`config.mk`:
```
export PLATFORM = sky130hd
export DESIGN_NAME = floor_req_encoder
export DESIGN_NICKNAME = d
export VERILOG_FILES = /design/src/rtl/elevator_pkg.sv /design/src/rtl/btn_debounce.sv /design/src/rtl/floor_req_encoder.sv
export SDC_FILE = /design/constraint.sdc
export NUM_CORES = 1
export LEC_CHECK = 0
export CORE_ASPECT_RATIO = 0.8
export CORE_MARGIN = 4
export CORE_UTILIZATION = 65
export CTS_CLUSTER_DIAMETER = 60
export DETAILED_ROUTE_END_ITERATION = 6
export PLACE_DENSITY = 0.87
export SLEW_MARGIN = 20
export SYNTH_ARGS = -nofsm -noshare
export SYNTH_HDL_FRONTEND = slang
export SYNTH_HIERARCHICAL = 1
export SYNTH_SLANG_ARGS = --single-unit
```
`constraint.sdc`:
```
create_clock -name clk -period 5.26 [get_ports clk]
set_input_delay 1.052 -clock clk [delete_from_list [all_inputs] [get_ports clk]]
set_output_delay 1.052 -clock clk [all_outputs]
set_load 0.05 [all_outputs]
```
`src/rtl/elevator_pkg.sv`:
```
// Shared floor-code definitions for the elevator controller.
// Floor n is code n (1..8) and bit n-1 in one-hot form; code 0 means no floor.
package elevator_pkg;

    localparam int FLOOR_W = 4;
    localparam int NFLOORS = 8;

    typedef logic [FLOOR_W-1:0] floor_t;
    typedef logic [NFLOORS-1:0] floor_oh_t;

    localparam floor_t FLOOR_NONE = floor_t'(0);

    // Invalid codes (0, 9..15) map to an all-zero vector.
    function automatic floor_oh_t floor_to_onehot(input floor_t code);
        floor_oh_t oh;
        oh = '0;
        for (int unsigned i = 0; i < NFLOORS; i++) begin
            if (code == floor_t'(i + 1)) begin
                oh[i] = 1'b1;
            end
        end
        return oh;
    endfunction

    // The lowest set bit wins when more than one bit is set.
    function automatic floor_t onehot_to_floor(input floor_oh_t oh);
        floor_t code;
        code = FLOOR_NONE;
        for (int unsigned i = 0; i < NFLOORS; i++) begin
            if (oh[NFLOORS-1-i]) begin
                code = floor_t'(NFLOORS - i);
            end
        end
        return code;
    endfunction

endpackage

```
`src/rtl/btn_debounce.sv`:
```
// One call button: 2-flop synchroniser, hold-time debounce and a one-cycle
// press pulse on each accepted 0->1 change of the debounced level.
module btn_debounce #(
    parameter int unsigned DB_CYCLES = 4
) (
    input  logic clk,
    input  logic rst,
    input  logic raw,
    output logic level,
    output logic rise
);

    localparam logic [7:0] DB_LAST = 8'(DB_CYCLES - 1);

    logic       sync1_q;
    logic       sync2_q;
    logic [7:0] cnt_q;
    logic [7:0] cnt_d;
    logic       level_q;
    logic       level_d;
    logic       rise_q;
    logic       rise_d;

    always_comb begin
        cnt_d   = cnt_q;
        level_d = level_q;
        rise_d  = 1'b0;
        if (sync2_q == level_q) begin
            cnt_d = '0;
        end else if (cnt_q == DB_LAST) begin
            // DB_CYCLES-th consecutive differing sample: accept the change.
            cnt_d   = '0;
            level_d = ~level_q;
            rise_d  = ~level_q;
        end else begin
            cnt_d = cnt_q + 8'd1;
        end
    end

    always_ff @(posedge clk or posedge rst) begin
        if (rst) begin
            sync1_q <= 1'b0;
            sync2_q <= 1'b0;
            cnt_q   <= '0;
            level_q <= 1'b0;
            rise_q  <= 1'b0;
        end else begin
            sync1_q <= raw;
            sync2_q <= sync1_q;
            cnt_q   <= cnt_d;
            level_q <= level_d;
            rise_q  <= rise_d;
        end
    end

    assign level = level_q;
    assign rise  = rise_q;

endmodule

```
`src/rtl/floor_req_encoder.sv`:
```
// Debounces the floor-call buttons, latches pending requests, clears them when
// served, and picks the next target floor with direction-aware SCAN priority.
module floor_req_encoder #(
    parameter int unsigned DB_CYCLES = 4,
    parameter int unsigned NFLOORS   = 8
) (
    input  logic       clk,
    input  logic       rst,
    input  logic [7:0] btn,
    input  logic [3:0] cur_floor,
    input  logic       dir_up,
    input  logic       serve,
    output logic [7:0] req_pending,
    output logic [3:0] target_floor,
    output logic       target_valid
);

    import elevator_pkg::*;

    logic [7:0] level;
    logic [7:0] rise;
    logic [7:0] set_bits;
    logic [7:0] clr_bits;
    logic [7:0] pend_q;
    logic [7:0] pend_d;
    floor_t     tgt_q;
    floor_t     tgt_d;
    logic       vld_q;
    logic       vld_d;
    logic       cur_valid;

    for (genvar g = 0; g < NFLOORS; g++) begin : g_btn
        btn_debounce #(
            .DB_CYCLES(DB_CYCLES)
        ) u_db (
            .clk  (clk),
            .rst  (rst),
            .raw  (btn[g]),
            .level(level[g]),
            .rise (rise[g])
        );
    end

    assign cur_valid = (cur_floor != FLOOR_NONE) && (cur_floor <= floor_t'(NFLOORS));
    assign set_bits  = rise & level;
    assign clr_bits  = serve ? floor_to_onehot(cur_floor) : '0;
    // Clear is applied after set so the served floor never re-latches.
    assign pend_d    = (pend_q | set_bits) & ~clr_bits;

    always_comb begin
        floor_t f;
        floor_t lo_ge;
        floor_t hi_lt;
        floor_t hi_le;
        floor_t lo_gt;
        f     = FLOOR_NONE;
        lo_ge = FLOOR_NONE;
        hi_lt = FLOOR_NONE;
        hi_le = FLOOR_NONE;
        lo_gt = FLOOR_NONE;
        tgt_d = FLOOR_NONE;
        for (int unsigned i = 0; i < NFLOORS; i++) begin
            f = floor_t'(i + 1);
            if (pend_q[i]) begin
                if ((f >= cur_floor) && (lo_ge == FLOOR_NONE)) lo_ge = f;
                if (f < cur_floor)                             hi_lt = f;
                if (f <= cur_floor)                            hi_le = f;
                if ((f > cur_floor) && (lo_gt == FLOOR_NONE))  lo_gt = f;
            end
        end
        if (!cur_valid) begin
            tgt_d = onehot_to_floor(pend_q);
        end else if (dir_up) begin
            tgt_d = (lo_ge != FLOOR_NONE) ? lo_ge : hi_lt;
        end else begin
            tgt_d = (hi_le != FLOOR_NONE) ? hi_le : lo_gt;
        end
        vld_d = (tgt_d != FLOOR_NONE);
    end

    always_ff @(posedge clk or posedge rst) begin
        if (rst) begin
            pend_q <= '0;
            tgt_q  <= FLOOR_NONE;
            vld_q  <= 1'b0;
        end else begin
            pend_q <= pend_d;
            tgt_q  <= tgt_d;
            vld_q  <= vld_d;
        end
    end

    assign req_pending  = pend_q;
    assign target_floor = tgt_q;
    assign target_valid = vld_q;

endmodule
```
Word level (Yosys, flattened, before mapping)
Index checks and enable logic that the tools add are counted.
W data, S select, Z words.
Word-level totals
  flip-flop bits (word level): 109
  latch bits: 0
  bits in writable memories: 0
  memory bits (read-only): 0
  bits of input ports: 16
  word-level logic and storage cells: 286
  memories: 0
Cells by class
  add/sub/neg operators: 8
  multipliers: 0
  div/mod/pow operators: 0
  order comparisons: 33
  eq/ne operators: 24
  shifts and indexed selects: 0
  mux-type cells: 117
  bitwise operators: 20
  reductions and logical operators: 41
Operators with widths (number)
  $mux W4: 68
  $mux W8: 17
  $add A8 B1 Y8 const B: 8
  $eq A8 B2 Y1 const B: 8
  $logic_not A4 Y1: 14
  $mux W1: 32
  $and A8 B8 Y8: 2
  $eq A4 B3 Y1 const B: 4
  $ge A3 B4 Y1 const A: 4
  $gt A3 B4 Y1 const A: 4
  $le A3 B4 Y1 const A: 4
  $lt A3 B4 Y1 const A: 4
  $not A1 Y1: 16
  $reduce_and A2 Y1: 8
  $reduce_bool A4 Y1: 4
  $logic_and A1 B1 Y1: 15
  $eq A1 B1 Y1: 8
  $eq A4 B2 Y1 const B: 2
  $ge A2 B4 Y1 const A: 2
  $gt A2 B4 Y1 const A: 2
  $le A2 B4 Y1 const A: 2
  $lt A2 B4 Y1 const A: 2
  $not A8 Y8: 1
  $or A8 B8 Y8: 1
  11 further kinds: 11

Longest topological paths before layout
  depth after elaboration: 36
  mapped depth: 9
  depth with buffers taken out: 7

Cells and area by module
The synthesis kept the hierarchy.
Modules (own cells, without submodules)
  btn_debounce (g_btn[0].u_db ...): times used 7, cells an instance 46, area each 513.0 µm², sequential area each 300.3 µm²
  floor_req_encoder: times used 1, cells an instance 187, area each 1402.6 µm², sequential area each 325.3 µm²
  btn_debounce (g_btn[7].u_db): times used 1, cells an instance 45, area each 518.0 µm², sequential area each 300.3 µm²

Worst setup path before layout
Ideal clock, no wire load.
  path type: input port to flip-flop
  start: input cur_floor[0]
  end: register vld_q, in the netlist target_valid
  arrival: 2.922 ns
  path slack: 2.200 ns
  stages: 9
  path buffers: 2
  cell sequence: buf_6 -> and3_1 -> buf_2 -> or3_1 -> nand3b_2 -> nor3b_1 -> or3_1 -> o221a_2 -> or4_1
Between the ends
  longest elaborated chain between the ends: 36
  elaborated cells on any way between the ends: 134
  classes of those cells: 33 x order compare; 68 x mux; 33 x reduce/logical
Ends and longest elaborated chain
  from (decl): RTL line floor_req_encoder.sv:10  | input logic [3:0] cur_floor,
  $ge A1 B4 Y1: RTL line floor_req_encoder.sv:65  | if ((f >= cur_floor) && (lo_ge == FLOOR_NONE)) lo_ge = f;
  $mux W1: RTL line floor_req_encoder.sv:65
  $mux W1: RTL line floor_req_encoder.sv:64  | if (pend_q[i]) begin
  $logic_not A4 Y1: RTL line floor_req_encoder.sv:65
  $logic_and A1 B1 Y1: RTL line floor_req_encoder.sv:65
  $mux W4: RTL line floor_req_encoder.sv:65
  $mux W4: RTL line floor_req_encoder.sv:64
  $logic_not A4 Y1: RTL line floor_req_encoder.sv:65
  (+22 left out)
  $mux W4: RTL line floor_req_encoder.sv:64
  $reduce_bool A4 Y1: RTL line floor_req_encoder.sv:74  | tgt_d = (lo_ge != FLOOR_NONE) ? lo_ge : hi_lt;
  $mux W4: RTL line floor_req_encoder.sv:74
  $mux W4: RTL line floor_req_encoder.sv:73  | end else if (dir_up) begin
  $mux W4 *: RTL line floor_req_encoder.sv:71  | if (!cur_valid) begin
  named net tgt_d[3]: RTL line floor_req_encoder.sv:27  | floor_t tgt_d;
  $reduce_bool A4 Y1 *: RTL line floor_req_encoder.sv:78  | vld_d = (tgt_d != FLOOR_NONE);
  named net vld_d: RTL line floor_req_encoder.sv:29  | logic vld_d;
  to (signal assigned): RTL line floor_req_encoder.sv:89  | vld_q <= vld_d;
  to (decl): RTL line floor_req_encoder.sv:28  | logic vld_q;
Mark *: on every way through the listed nets, which the timed path passes. The rest lies on a longest branch.
A chain may end at the register's enable or synchronous reset.

Worst setup path after layout
  start: input cur_floor[2]
  end: register vld_q, in the netlist target_valid
Same word-level chain as after synthesis.

==> results.sh <==
export IMPL_worstSetupPathType="input pin to flop"
export IMPL_seq_area_frac_synth=0.4949
export IMPL_timing_rr_end="target_valid"
export IMPL_io_pins=29
export IMPL_final_common_cell="dfrtp_1"
export IMPL_worst_hold_slack_ns=0.3595
export IMPL_cts_path_max_buffers=2
export IMPL_num_rows=29
export IMPL_worst_endpoint_required_ns=5.58
export IMPL_critPathMaxFanout=16
export IMPL_clock_sinks=109
export IMPL_crit_buf_inv=1
export IMPL_drt_pass1_iter_count=5
export IMPL_relSlewSlack=0.4594
export IMPL_crit_slowest_cell="nor2_1"
export IMPL_path_clk_slew_ns=0.10
export IMPL_hold_start="g_btn[6].u_db/sync1_q"
export IMPL_drc=0
export IMPL_grt_setup_unrepaired="false"
export IMPL_synth_area_per_cell_um2=9.949
export IMPL_syn_instance_count=554
export IMPL_setup_viol=0
export IMPL_n_fill_cell=594
export IMPL_antenna_found_initial=0
export IMPL_grt_max_degree=26
export IMPL_finalClockSkew_ns=0.01165
export IMPL_die_y_um=90.36
export IMPL_layout_common_cells="dfrtp_1 (109), nor2_1 (62), nand3_1 (44)"
export IMPL_cp_num_cells=8
export IMPL_synth_nets=578
export IMPL_vias=4316
export IMPL_fin_crit_ns=3.889
export IMPL_die_area_um2=10030
export IMPL_startpoint_type="input pin"
export IMPL_start_util=0.6812
export IMPL_synth_edf_count=0
export IMPL_grt_overflow=0
export IMPL_ff2ff_path_depth=7
export IMPL_slew_viol_final=0
export IMPL_fmax_ghz=0.2571
export IMPL_power_leakage_nw=2.506
export IMPL_synth_cell_type_count=65
export IMPL_hold_depth=0
export IMPL_routed_wl_um=11370
export IMPL_ys_warnings_count=6
export IMPL_fin_cells=689
export IMPL_cts_tree="yes"
export IMPL_wl_per_cell_um=16.49
export IMPL_yosysTopAreaCellShare=0.4949
export IMPL_gp_congestion=0.9009
export IMPL_ys_top_cells_by_area="dfrtp_1 (49%), nor2_1 (4.2%), nand3_1 (4.0%)"
export IMPL_detail_route_iter0_violations=328
export IMPL_dp_cells=673
export IMPL_p_per_area_nw_per_um2=467.4
export IMPL_area_growth_pct=9.398
export IMPL_antenna_cells=0
export IMPL_timing_final_crit_share=0.7394
export IMPL_htreeDepth=3
export IMPL_crit_chain="clkdlybuf4s50_1 > nor2_1 > nor3_1 > or4b_1 > a211o_1 > o32ai_1 > a221o_1 > or4_1"
export IMPL_tightest_slew_ns=0.8084
export IMPL_maxCapViolCount=0
export IMPL_grt_pass1_wl_um=19010
export IMPL_drtAntennaViolNets=0
export IMPL_synth_ff_type="dfrtp_1"
export IMPL_cts_buffers=9
export IMPL_vdd_drop_max_uv=350.4
export IMPL_hp_class="flop to flop"
export IMPL_r2r_setup_slack_ns=2.65
export IMPL_cp_top_family="simple AND/OR/NAND/NOR gates"
export IMPL_clkLatencyLatePin_ns=0.39
export IMPL_cts_root_buf="clkbuf_8"
export IMPL_grtUsageTotal=0.2345
export IMPL_nets=600
export IMPL_max_stage_delay_ns=0.74
export IMPL_tns_ns=0
export IMPL_cts_resized=0
export IMPL_grt_pass1_vias=3956
export IMPL_core_area_um2=8092
export IMPL_hpwl_um=8105
export IMPL_drive_above_1_share=0.09983
export IMPL_cts_hold_buf=0
export IMPL_min_to="g_btn[6].u_db/sync2_q"
export IMPL_fp_dieW_um=111.0
export IMPL_critPathArrivalTime_ns=4.21
export IMPL_syn_cell_area_um2=5512
export IMPL_vias_per_cell=6.264
export IMPL_r2r_start="req_pending[5]"
export IMPL_synth_largest_area_cell="dfrtp_1"
export IMPL_status="completed"
export IMPL_cp_end_kind="flop"
export IMPL_io_buffer_count=28
export IMPL_synth_seq_cells=109
export IMPL_post_cts_buffers=0
export IMPL_synth_async_reset_ratio=1.000
export IMPL_hold_viol=0
-- sequential cells by signal, indices dropped and copies added, names as in the netlist --
register and count:
g_btn.u_db/level 8, target_valid 1, g_btn.u_db/cnt_q 64, g_btn.u_db/sync1_q 8
g_btn.u_db/rise 8, req_pending 8, target_floor 4, g_btn.u_db/sync2_q 8
-- cells by family (layout without fill, tap and decap cells) --
logic type / after synthesis / after routing / synth area share
and+or+nand+nor: 216 / 216 / 0.2157
AOI/OAI and AO/OA: 132 / 132 / 0.1582
DFF: 109 / 109 / 0.4949
buffers and inverters: 47 / 74 / 0.03700
xor gates and xnor gates: 33 / 33 / 0.05244
muxes: 9 / 9 / 0.02361
adders and majority gates: 8 / 8 / 0.01816
-- final cells by class --
type                    count  area, um2  area share
clock buffers              10      137.6     0.02283
clock inverters             6      52.55    0.008716
inverters                  29      108.9     0.01805
multi-input cells         398       2580      0.4279
flip-flops and latches    109       2728      0.4524
well taps                 108      135.1     0.02241
repair buffers             29      287.8     0.04773
-- Yosys cell counts, types with 9 or more instances --
library cell,count
nor3b_1,9
or3_1,28
a21oi_1,37
nand3_1,44
nor2_1,62
nand2_1,21
xor2_1,16
o21ai_0,30
dfrtp_1,109
nand4_1,9
a21oi_2,9
inv_1,29
xnor2_1,17
-- report_power, final --
group	switching, mW	total, mW	internal [mW]
logic	0.639	1.09	0.448
registers	0.249	1.24	0.991
clock network	0.297	0.491	0.193
-- worst reg2reg max path, cell delays in order, from the launching register on --
cell	delay (ns)
dfrtp_1	0.55
nor2_1	0.37
a21oi_1	0.15
or4b_1	0.52
a211o_1	0.34
o32ai_1	0.31
a221o_1	0.22
or4_1	0.11
-- metrics by stage --
| stage | area, um2 | util | setup slack, ns | power (mW) |
|---|---|---|---|---|
| floorplan | 5512 | - | 2.200 | 2.016 |
| global placement | 5839 | 0.7217 | 1.133 | 2.294 |
| detailed placement | 5839 | 0.7217 | 1.019 | 2.324 |
| CTS | 6030 | 0.7452 | 1.426 | 2.820 |
| global route | 6030 | 0.7452 | 1.235 | 2.998 |
| finish | 6030 | 0.7452 | 1.371 | 2.818 |
-- metal layers --
layer | vias to the layer above | track usage | part of all wire
met1 | 2108 | 0.3246 | 0.44
li1 | 2035 | - | -
met4 | 0 | 0.07282 | 0.014
met2 | 158 | 0.3646 | 0.48
met5 | - | 0 | 0
met3 | 15 | 0.06162 | 0.069
-- how the worst max path moves through the flow --
stage / start / endpoint / slack, ns
after floorplan: cur_floor[0] / target_valid / 2.20
after global placement: cur_floor[2] / target_valid / 1.13
after detailed placement: cur_floor[2] / target_valid / 1.02
after CTS: cur_floor[2] / target_valid / 1.43
after global routing: cur_floor[2] / target_valid / 1.24
final: cur_floor[2] / target_valid / 1.37
No activity file was read; power rests on OpenSTA's default activity.
